<file path="src/rtl/seq_detector_param_pkg.sv">
// Shared definitions for the parametrised serial sequence detector:
// state-width derivation, overlap mode constants and the KMP transition function.
package seq_detector_param_pkg;

  localparam bit OVERLAP_ON  = 1'b1;
  localparam bit OVERLAP_OFF = 1'b0;
  localparam int MAX_LEN     = 16;

  function automatic int state_width(input int len);
    return $clog2(len + 1);
  endfunction

  // Next state index from S_k on input bit x. pattern[len-1] is the first bit
  // expected. The answer is the longest pattern prefix that is a suffix of
  // (first k pattern bits, then x); a matching x therefore yields k+1.
  function automatic int next_index(input int k, input logic x,
                                    input logic [MAX_LEN-1:0] pattern,
                                    input int len, input bit overlap);
    logic [MAX_LEN:0] seq;
    int               m;
    int               best;
    bit               ok;
    if (k >= len && overlap == OVERLAP_OFF) begin
      return (x == pattern[len-1]) ? 1 : 0;
    end
    seq = '0;
    for (int i = 0; i < MAX_LEN; i++) begin
      if (i < k) seq[i] = pattern[len-1-i];
    end
    seq[k] = x;
    m      = k + 1;
    best   = 0;
    for (int j = 1; j <= MAX_LEN; j++) begin
      if (j <= len && j <= m) begin
        ok = 1'b1;
        for (int t = 0; t < MAX_LEN; t++) begin
          if (t < j && seq[m-j+t] != pattern[len-1-t]) ok = 1'b0;
        end
        if (ok) best = j;
      end
    end
    return best;
  endfunction

endpackage

</file>
<file path="src/rtl/seq_detector_param_counter.sv">
// Saturating detection counter with synchronous clear, qualified increment
// and a sticky saturation flag.
import seq_detector_param_pkg::*;

module seq_match_counter #(
  parameter int CNT_W = 8
) (
  input  logic             clk,
  input  logic             rst,
  input  logic             clr,
  input  logic             inc,
  output logic [CNT_W-1:0] cnt,
  output logic             sat
);

  logic [CNT_W-1:0] cnt_inc;

  assign cnt_inc = cnt + CNT_W'(1);

  // Clear wins over a simultaneous increment; at all-ones the count holds.
  always_ff @(posedge clk or negedge rst) begin
    if (!rst) begin
      cnt <= '0;
      sat <= 1'b0;
    end else if (clr) begin
      cnt <= '0;
      sat <= 1'b0;
    end else if (inc && !(&cnt)) begin
      cnt <= cnt_inc;
      if (&cnt_inc) sat <= 1'b1;
    end
  end

endmodule

</file>
<file path="src/rtl/seq_detector_param.sv">
// Moore serial sequence detector for an arbitrary LEN-bit MSB-first pattern,
// with sample enable and a saturating match counter.
import seq_detector_param_pkg::*;

module seq_detector_param #(
  parameter int             LEN     = 4,
  parameter logic [LEN-1:0] PATTERN = 4'b1011,
  parameter bit             OVERLAP = 1'b1,
  parameter int             CNT_W   = 8,
  parameter int             SW      = state_width(LEN)
) (
  input  logic             clk,
  input  logic             rst,
  input  logic             en,
  input  logic             x,
  input  logic             clr_cnt,
  output logic             y,
  output logic [SW-1:0]    state_o,
  output logic [CNT_W-1:0] match_cnt,
  output logic             cnt_sat
);

  localparam int          NS     = LEN + 1;
  localparam int          TW     = 2 * NS * SW;
  localparam logic [SW-1:0] S_LAST = SW'(LEN);

  // Entry (2*k + x) holds the successor of S_k on input x.
  function automatic logic [TW-1:0] build_table();
    logic [TW-1:0] t;
    t = '0;
    for (int k = 0; k < NS; k++) begin
      for (int b = 0; b < 2; b++) begin
        t[(2*k+b)*SW +: SW] = SW'(next_index(k, b[0], MAX_LEN'(PATTERN), LEN, OVERLAP));
      end
    end
    return t;
  endfunction

  localparam logic [TW-1:0] TAB = build_table();

  logic [SW-1:0] state;
  logic [SW-1:0] next_state;
  logic          hit;

  always_ff @(posedge clk or negedge rst) begin
    if (!rst) state <= '0;
    else      state <= next_state;
  end

  // Encodings above S_LEN are unreachable; they fall back to S0.
  always_comb begin
    next_state = state;
    if (en) begin
      if (state <= S_LAST) next_state = TAB[(2*int'(state) + int'(x))*SW +: SW];
      else                 next_state = '0;
    end
  end

  always_comb begin
    y       = (state == S_LAST);
    state_o = state;
    hit     = en && (next_state == S_LAST);
  end

  seq_match_counter #(
    .CNT_W(CNT_W)
  ) u_counter (
    .clk(clk),
    .rst(rst),
    .clr(clr_cnt),
    .inc(hit),
    .cnt(match_cnt),
    .sat(cnt_sat)
  );

endmodule

</file>
<file path="config.mk">
export PLATFORM = sky130hd
export DESIGN_NAME = seq_detector_param
export DESIGN_NICKNAME = d
export VERILOG_FILES = /design/src/rtl/seq_detector_param_pkg.sv /design/src/rtl/seq_detector_param_counter.sv /design/src/rtl/seq_detector_param.sv
export SDC_FILE = /design/constraint.sdc
export NUM_CORES = 1
export LEC_CHECK = 0
export BUFFER_PORTS_ARGS = -buffer_cell sky130_fd_sc_hd__buf_4
export CAP_MARGIN = 20
export CORE_ASPECT_RATIO = 0.75
export CORE_MARGIN = 5
export CORE_UTILIZATION = 45
export DETAILED_ROUTE_END_ITERATION = 8
export GPL_TIMING_DRIVEN = 0
export PLACE_DENSITY = 0.68
export SYNTH_ARGS = -nofsm -noshare
export SYNTH_HDL_FRONTEND = slang
export SYNTH_HIERARCHICAL = 1
export SYNTH_SLANG_ARGS = --single-unit
</file>
<file path="constraint.sdc">
create_clock -name clk -period 4.6 [get_ports clk]
set_clock_uncertainty 0.2 [all_clocks]
set_input_delay 0.23 -clock clk [delete_from_list [all_inputs] [get_ports clk]]
set_output_delay 0.23 -clock clk [all_outputs]
set_load 0.005 [all_outputs]
</file>
==> reports/qor.csv, run 1 <==
metric,value,unit
I/O Pins,18,
fmax,361,MHz
design internal power,197,uW
Num CTS Buffers,3,
status,"complete, no violations",
r2r worst-path depth,9,
min Tclk post-route,2.77,ns
DIE AREA,0.00274,sq mm
syn nets,95,
CP Max Fanout,10,
Clock Pin Slew Worst Setup and Hold Paths,0.07,ns
Clk pwr share,30.7,%
switching power,75.3,uW
DIE WIDTH,58.7,um
Yosys top cell area share,37.4,%
total global routing overflow,0,
synth top area cells,"dfrtp_1, ha_1, nand4_1",
first-pass GRT wire length,2840,um
ant diodes,0,
RSZ-0062 raised after global routing,false,
met1 usage,20.3,%
Commonest cells post-synth,"dfrtp_1, inv_1, ha_1",
worst reg2reg setup slack,1.83,ns
fill count,164,
most used routing layer,met1,
Post-synth ARST share,100,%
Yosys warnings,6,
Core Region,0.00171,sq mm
drt wl/cell,13.2,um
grt met2 use,20.0,%
Detailed Route WL,1700,um
crit path buf inv count,2,
worst slew pin tran,0.422,ns
largest buffer count on any clock path,2,
Final ANT Viol Nets,0,
number of synthesized flops with an enable pin,0,
PnR worst setup slack,1.83,ns
H-tree Lvls,1,
r2r startpoint,state_o[0]$_DFF_PN0_,
area grow syn2layout,26.4,%
total number of vias,700,
Post-Synth Adder-Cell Area,9.36,%
CTS tree,done,
post-CTS repair timing setup buffer count,0,
simple-gate share of the synthesized area,22.0,%
WP data required,4.56,ns
worst reg2reg path endpoint,u_counter/cnt[5]$_DFFE_PN0P_,
synthesis-stage register bit count,12,
Max-Slew Margin vs Limit,71.8,%
Root Driver,clkbuf_4,
DR pass1 iterations,4,
CP max stage cell,dfrtp_1,
vias in the first global route,620,
"worst slack, placed",1.86,ns
Synth Instances,84,
Final period util,60.3,%
DP Area,957,sq um
critical path arrival,2.74,ns
final setup fails,0,
final core utilization,59.3,%
share of cells above drive strength 1,29.9,%
Initial Util,47.0,%
most numerous cell in the Yosys netlist,dfrtp_1,
setup TNS,0,ns
largest net degree at the start of global routing,13,
combinational group share of total power,22.1,%
# port buffers,17,
post-synthesis compound-gate area fraction,15.9,%
mean area per synthesized cell,9.55,sq um
Post-Synth XOR/XNOR Area,2.18,%
Tot Pwr,272,uW
max-cap viol count,0,
prevailing post-synth register cell,dfrtp_1,
main combinational cell family by area after synthesis,simple AND/OR/NAND/NOR gates,
antenna violations before repair,0,
Syn Std Cell Area,802,sq um
Fin. Hold Viols,0,
Post-DP HPWL,1270,um
met3 Usage GRT,5.04,%
DRC viols,0,
Sw Ratio,27.7,%
count of cell types in the netlist,36,
CP startpoint kind,flop,
clock latency on the worst-skew pair,0.27,ns
mux cell area share after synthesis,6.08,%
worst min path class,input port to asynchronous set/reset pin,
post-CTS sizing,0,
CP startpoint,state_o[0]$_DFF_PN0_,
"slowest stage delay, CP",0.42,ns
DR iter-0 viols,31,
Pwr Density,269,mW/mm^2
Leak,0.000483,uW
Flop pwr share,47.2,%
critical path's top delay family,compound AO/OA/AOI/OAI gates,
CP cell instances,inv_1 -> ha_1 -> mux2_4 -> a221o_1 -> nor3_2 -> buf_2 -> nand3_1 -> a211oi_1 -> mux2_2,
Critical Setup Path Class,flop to flop,
cell type with the largest total area after synthesis,dfrtp_1,
worst vdd ir,170,uV
routability congestion estimate,0.837,
gr usage total,14.3,%
clock sink count,12,
final instance area,0.00101,sq mm
Crit. End Element,flop,
vias per inst,5.43,
Crit. path cell count,9,
Final Slew Violations,0,
nets@finish,119,
sequential fraction of the synthesis area,37.4,%
crit path to,u_counter/cnt[5]$_DFFE_PN0P_,
Site Rows,13,
die height,46.6,um
==> logic make-up (layout without fill, tap and decap cells) <==
kind of cell / count (synthesis) / in the layout
compound gates: 18 / 18
flops: 12 / 12
xor+xnor: 2 / 2
simple gates: 30 / 30
buf+inv: 12 / 35
fa+ha+maj: 6 / 6
mux: 4 / 4
==> per-stage QoR <==
stage,cells,hold slack (ns)
floorplan,84,-0.266
global placement,123,-0.121
detailed placement,123,-0.119
CTS,129,0.121
global route,129,0.141
finish,129,0.131
==> flip-flops by register name (all words and copies together) (netlist names) <==
name,cells
state_o,3
u_counter/sat,1
u_counter/cnt,8
==> power by group through the flow <==
stage / Clock [uW] / Combinational [uW] / Sequential [uW]
floorplan: 0 / 33.4 / 128
global placement: 0 / 59.2 / 130
detailed placement: 0 / 59.9 / 130
finish: 83.6 / 60.2 / 129
global route: 92.5 / 67.9 / 132
CTS: 87.4 / 61.0 / 128
==> worst min-delay path by stage <==
stage,endpoint,start,slack (ns),depth (start not counted)
2_1_floorplan,state_o[0]$_DFF_PN0_,rst,-0.27,0
3_3_place_gp,u_counter/cnt[7]$_DFFE_PN0P_,rst,-0.12,1
5_1_grt,u_counter/cnt[1]$_DFFE_PN0P_,clr_cnt,0.14,3
6_report,u_counter/cnt[2]$_DFFE_PN0P_,rst,0.13,2
3_5_place_dp,u_counter/cnt[6]$_DFFE_PN0P_,rst,-0.12,1
4_1_cts,u_counter/cnt[6]$_DFFE_PN0P_,rst,0.12,2
==> area by class of cell <==
class / instances / area (sq um) / share of cell area (%)
repair buffers: 19 / 148 / 14.6
inverters: 7 / 26.3 / 2.59
clock buffers: 4 / 36.3 / 3.58
plain buffers: 5 / 30.0 / 2.96
flip-flops and latches: 12 / 300 / 29.6
well taps: 22 / 27.5 / 2.72
multi-input cells: 60 / 445 / 44.0
==> layer usage <==
layer	part of all wire, %	vias to the layer above
met5	0	-
met4	0.59	0
met3	7.4	2
met2	45	20
met1	47	323
li1	-	355
==> placed cells by master, fill, tap and decap left out, types with 2 or more instances in the layout <==
master | netlist | layout
a21boi_0 | 2 | 2
a211oi_1 | 3 | 3
nand4_1 | 5 | 5
o21ai_0 | 3 | 3
nor2_1 | 5 | 5
ha_1 | 6 | 6
nand3_1 | 4 | 4
a31oi_1 | 2 | 2
mux2_1 | 2 | 2
a21oi_1 | 3 | 3
buf_4 | 0 | 17
inv_1 | 7 | 7
nor3_1 | 2 | 2
nand2_1 | 3 | 3
nor2b_1 | 2 | 2
dlygate4sd3_1 | 0 | 2
buf_2 | 3 | 3
clkbuf_4 | 0 | 3
dfrtp_1 | 12 | 12
==> what timing repair did <==
| item | 4_1_cts | 5_1_grt |
|---|---|---|
| hold endpoints to repair | 13 | 0 |
| hold buffers | 2 | 0 |
| setup endpoints to repair | 0 | 0 |
No activity file was read; power rests on OpenSTA's default activity.
==> run 2, diff against run 1 <==
- clock period: 4.6 -> 2.84 ns (I/O delays scaled with it)
==> run 2 against run 1 <==
- sequential power up 62%
- wire length grew 0.88%
- flip-flop and latch count did not move
- clock power increased by 61%
- fmax rose by 3.5%
- worst hold slack lost 0.088 ns
- largest power group unchanged
- highest routed layer unchanged
==> reports/qor.csv, run 2 (same netlist as run 1, synthesis figures left out) <==
metric,value,unit
critical path arrival,2.64,ns
worst hold slack,0.0431,ns
CP cell instances,inv_1 -> ha_1 -> mux2_4 -> a221o_1 -> nor3_2 -> buf_2 -> nand3_1 -> a211oi_2 -> mux2_2,
Pwr Density,434,mW/mm^2
Final ANT Viol Nets,0,
worst vdd ir,274,uV
Final period util,94.3,%
DR iter-0 viols,24,
final setup fails,0,
worst slew pin tran,0.425,ns
CP startpoint kind,flop,
DRC viols,0,
fill count,163,
vias in the first global route,620,
"worst slack, placed",0.102,ns
clock sink count,12,
I/O Pins,18,
Largest Register,u_counter/cnt,
Leak,0.000482,uW
share of cells above drive strength 1,31.8,%
status,"complete, no violations",
first-pass GRT wire length,2840,um
largest buffer count on any clock path,2,
setup TNS,0,ns
total global routing overflow,0,
Num CTS Buffers,3,
CP Max Fanout,10,
WP data required,2.80,ns
area of the multi-input gates,450,sq um
Final Slew Violations,0,
Fin. Hold Viols,0,
r2r startpoint,state_o[0]$_DFF_PN0_,
ant diodes,0,
area grow syn2layout,27.1,%
antenna violations before repair,0,
die height,46.6,um
post-CTS repair timing setup buffer count,0,
DIE AREA,0.00274,sq mm
worst reg2reg path endpoint,u_counter/cnt[5]$_DFFE_PN0P_,
critical path's top delay family,multiplexers,
clock latency on the worst-skew pair,0.27,ns
fmax,373,MHz
DP Area,957,sq um
gr usage total,14.3,%
Post-DP HPWL,1270,um
register area,302,sq um
CTS tree,done,
DIE WIDTH,58.7,um
PnR worst setup slack,0.161,ns
# port buffers,17,
r2r worst-path depth,9,
Clock Pin Slew Worst Setup and Hold Paths,0.07,ns
Detailed Route WL,1720,um
CP max stage cell,dfrtp_2,
final instance area,0.00102,sq mm
Root Driver,clkbuf_4,
total number of vias,713,
Crit. End Element,flop,
"slowest stage delay, CP",0.41,ns
DR pass1 iterations,5,
max-cap viol count,0,
most frequent cells in the layout,"buf_4, dfrtp_1, inv_1, ha_1",
number of flip-flops in the largest register,8,
Site Rows,13,
worst min path class,input port to asynchronous set/reset pin,
vias per inst,5.53,
"commonest non-fill, non-tap cell in the layout",buf_4,
Initial Util,47.0,%
crit path buf inv count,2,
routability congestion estimate,0.837,
Critical Setup Path Class,flop to flop,
min Tclk post-route,2.68,ns
largest net degree at the start of global routing,13,
Max-Slew Margin vs Limit,71.7,%
worst reg2reg setup slack,0.16,ns
RSZ-0062 raised after global routing,false,
Core Region,0.00171,sq mm
H-tree Lvls,1,
nets@finish,119,
drt wl/cell,13.3,um
run 2: changes by cell type in the layout (fill, tap and decap cells not counted):
cell,change
dfrtp_2,+1
a211oi_2,+1
a211oi_1,-1
dfrtp_1,-1
run 2: per-stage QoR:
stage | util [%] | power [uW] | instances
6_report | 59.7 | 443 | 129
5_1_grt | 59.7 | 474 | 129
4_1_cts | 59.3 | 448 | 129
3_5_place_dp | 56.0 | 307 | 123
3_3_place_gp | 56.0 | 307 | 123
2_1_floorplan | - | 262 | 84
run 2: worst max path at each step:
stage / startpoint / endpoint / slack, ns / depth (start not counted)
detailed placement: state_o[0]$_DFF_PN0_ / u_counter/cnt[5]$_DFFE_PN0P_ / 0.10 / 9
CTS: state_o[0]$_DFF_PN0_ / u_counter/cnt[5]$_DFFE_PN0P_ / 0.07 / 9
floorplan: state_o[0]$_DFF_PN0_ / u_counter/cnt[5]$_DFFE_PN0P_ / 0.31 / 9
finish: state_o[0]$_DFF_PN0_ / u_counter/cnt[5]$_DFFE_PN0P_ / 0.16 / 9
global route: state_o[0]$_DFF_PN0_ / u_counter/cnt[5]$_DFFE_PN0P_ / 0.007 / 9
global placement: state_o[0]$_DFF_PN0_ / u_counter/cnt[5]$_DFFE_PN0P_ / 0.09 / 9
run 2: per-layer routing:
layer  wire (um)  global-route usage, %
met1         833                   20.3
met2         774                   20.0
met3          97                   5.04
met4          10                   4.07
met5           0                      0
run 2: layout make-up:
class                   instances  share of cell area, %
multi-input cells              60                   44.2
flip-flops and latches         12                   29.6
clock buffers                   4                   3.56
repair buffers                 19                   14.5
inverters                       7                   2.58
plain buffers                   5                   2.94
well taps                      22                   2.70
run 2: worst register-to-register path: stages (launching register included):
cell	delay [ns]
dfrtp_2	0.41
inv_1	0.08
ha_1	0.19
mux2_4	0.25
a221o_1	0.32
nor3_2	0.15
buf_2	0.22
nand3_1	0.14
a211oi_2	0.25
mux2_2	0.35
run 2: repair_timing:
item | 4_1_cts | 5_1_grt
resized for setup | 0 | 2
hold buffers | 2 | 0
endpoints found under the hold margin | 14 | 0
endpoints found under the setup margin | 0 | 1
run 2: power by group:
part / total [uW] / internal, uW / switching [uW]
combinational: 97.9 / 56.7 / 41.2
sequential: 209 / 185 / 23.9
clock: 135 / 78.0 / 57.2
==> run 3, diff against run 2 <==
- ABC_AREA: default -> 1
- CAP_MARGIN: 20 -> 10
==> run 3 against run 2 <==
- flip-flop and latch count is the same
- non-clock buffer count shrank 4
- cell area grew 5.9%
- final cell count grew 22%
- fmax grew 20%
- sequential share of layout area shrank 1.8 points
- via count grew 3.9%
- power grew 22%
- first-iteration DRC count shrank 8.3%
- worst hold slack gained 0.0025 ns
- register-to-register slack gained 0.44 ns
- critical endpoint is now u_counter/cnt[4]$_DFFE_PN0P_
- largest cell class unchanged
==> reports/qor.csv, run 3 <==
metric,value,unit
DIE WIDTH,60.4,um
number of synthesized flops with an enable pin,0,
synthesis-stage register bit count,12,
CP startpoint kind,flop,
Pwr Density,501,mW/mm^2
count of cell types in the netlist,23,
Num CTS Buffers,3,
Initial Util,48.4,%
Syn Std Cell Area,858,sq um
mean area per synthesized cell,7.73,sq um
Crit. End Element,flop,
Leak,0.000581,uW
RSZ-0062 raised after global routing,false,
switching power,192,uW
largest buffer count on any clock path,2,
synth top area cells,"dfrtp_1, nand2_1, ha_1",
first-pass GRT wire length,3060,um
r2r worst-path depth,15,
DR iter-0 viols,22,
Sw Ratio,35.6,%
worst vdd ir,443,uV
combinational group share of total power,32.3,%
Final Slew Violations,0,
Largest Register,u_counter/cnt,
Yosys warnings,6,
H-tree Lvls,1,
Final period util,78.8,%
status,"complete, no violations",
Critical Setup Path Class,flop to flop,
worst hold slack,0.0456,ns
total number of vias,741,
critical path arrival,2.25,ns
vias in the first global route,678,
area grow syn2layout,25.8,%
crit path buf inv count,4,
post-CTS repair timing setup buffer count,0,
DRC viols,0,
DR pass1 iterations,4,
die height,47.8,um
number of flip-flops in the largest register,8,
CP max stage cell,dfrtp_1,
Final ANT Viol Nets,0,
nets@finish,147,
Post-DP HPWL,1420,um
DIE AREA,0.00289,sq mm
worst min path class,input port to asynchronous set/reset pin,
gr usage total,15.0,%
share of cells above drive strength 1,31.9,%
antenna violations before repair,0,
Tot Pwr,541,uW
total global routing overflow,0,
Yosys top cell area share,35.0,%
Clk pwr share,25.1,%
clock sink count,12,
post-CTS sizing,0,
routability congestion estimate,0.900,
fmax,447,MHz
setup TNS,0,ns
drt wl/cell,11.8,um
final setup fails,0,
max-cap viol count,0,
Clock Pin Slew Worst Setup and Hold Paths,0.08,ns
Synth Instances,111,
Fin. Hold Viols,0,
CP startpoint,state_o[0]$_DFF_PN0_,
most numerous cell in the Yosys netlist,nand2_1,
# hold bufs at CTS,3,
Placed Cells incl. Taps,150,
design internal power,349,uW
Commonest cells post-synth,"nand2_1, inv_1, dfrtp_1",
cell type with the largest total area after synthesis,dfrtp_1,
CP cell instances,inv_1 -> ha_1 -> inv_1 -> nand2_1 -> nand2_1 -> nand2_1 -> nand4_1 -> nand2_2 -> nor2_2 -> inv_1 -> a31oi_4 -> nand2_4 -> inv_2 -> nand3_1 -> o21ai_2,
most frequent cells in the layout,"nand2_1, inv_1, buf_4, dfrtp_1, nand3_1",
# port buffers,17,
final core utilization,60.9,%
r2r startpoint,state_o[0]$_DFF_PN0_,
sequential fraction of the synthesis area,35.0,%
clock latency on the worst-skew pair,0.27,ns
min Tclk post-route,2.24,ns
Flop pwr share,42.6,%
prevailing post-synth register cell,dfrtp_1,
CTS tree,done,
critical path's top delay family,simple AND/OR/NAND/NOR gates,
Detailed Route WL,1860,um
largest net degree at the start of global routing,13,
vias per inst,4.72,
Site Rows,13,
I/O Pins,18,
CP Max Fanout,6,
"commonest non-fill, non-tap cell in the layout",nand2_1,
worst slew pin tran,0.267,ns
Core Region,0.00177,sq mm
Max-Slew Margin vs Limit,82.2,%
fin cells,157,
Root Driver,clkbuf_4,
WP data required,2.85,ns
Post-synth ARST share,100,%
ant diodes,0,
syn nets,122,
"slowest stage delay, CP",0.44,ns
Crit. path cell count,15,
[run 3: metal layers]
| layer | up-vias | global-route usage (%) | share of wire [%] |
|---|---|---|---|
| met4 | 0 | 5.19 | 0.54 |
| met1 | 333 | 20.1 | 52 |
| met3 | 2 | 5.12 | 5.1 |
| met2 | 15 | 22.8 | 42 |
| li1 | 391 | - | - |
| met5 | - | 0 | 0 |
[run 3: cell families (layout without fill, tap and decap cells)]
group	count (synthesis)	after routing	synth area share [%]
AND/OR/NAND/NOR	55	55	31.2
flip-flops	12	12	35.0
adder cells (fa/ha/maj)	6	6	8.75
XOR/XNOR	1	1	1.90
buffers and inverters	24	48	10.8
AO/OA/AOI/OAI	13	13	12.4
[run 3: path summary, 6_finish.rpt]
| kind | end | slack, ns |
|---|---|---|
| max | u_counter/cnt[4]$_DFFE_PN0P_ | 0.60 |
| min | u_counter/cnt[4]$_DFFE_PN0P_ | 0.05 |
| min reg2reg | u_counter/sat$_DFFE_PN0P_ | 0.32 |
| min in group clk | state_o[2]$_DFF_PN0_ | 0.13 |
| max in group asynchronous | u_counter/cnt[3]$_DFFE_PN0P_ | 2.24 |
| max reg2reg | u_counter/cnt[4]$_DFFE_PN0P_ | 0.60 |
[run 3: layout make-up]
type | count | area (sq um)
fillers | 163 | 693
multi-input cells | 75 | 465
flip-flops and latches | 12 | 300
repair buffers | 20 | 158
inverters | 24 | 92.6
clock buffers | 4 | 36.3
well taps | 22 | 27.5
[run 3: power by group through the flow]
stage	sequential (uW)	clock [uW]	combinational [uW]
2_1_floorplan	227	0	102
3_3_place_gp	233	0	166
3_5_place_dp	232	0	172
4_1_cts	229	144	177
5_1_grt	235	152	198
6_report	230	136	175
[run 3: worst register-to-register path, delay by kind of cell (launching register included)]
family | cells | cell delay, ns
AOI/OAI and AO/OA | 2 | 0.29
and+or+nand+nor | 8 | 0.60
buffers and inverters | 4 | 0.34
DFF | 1 | 0.44
adders and majority gates | 1 | 0.29
[run 3: through the flow]
step	worst slack [ns]	cell area (sq um)
finish	0.601	1080
global route	0.444	1080
CTS	0.615	1080
detailed placement	0.645	1010
global placement	0.695	1010
floorplan	0.849	858
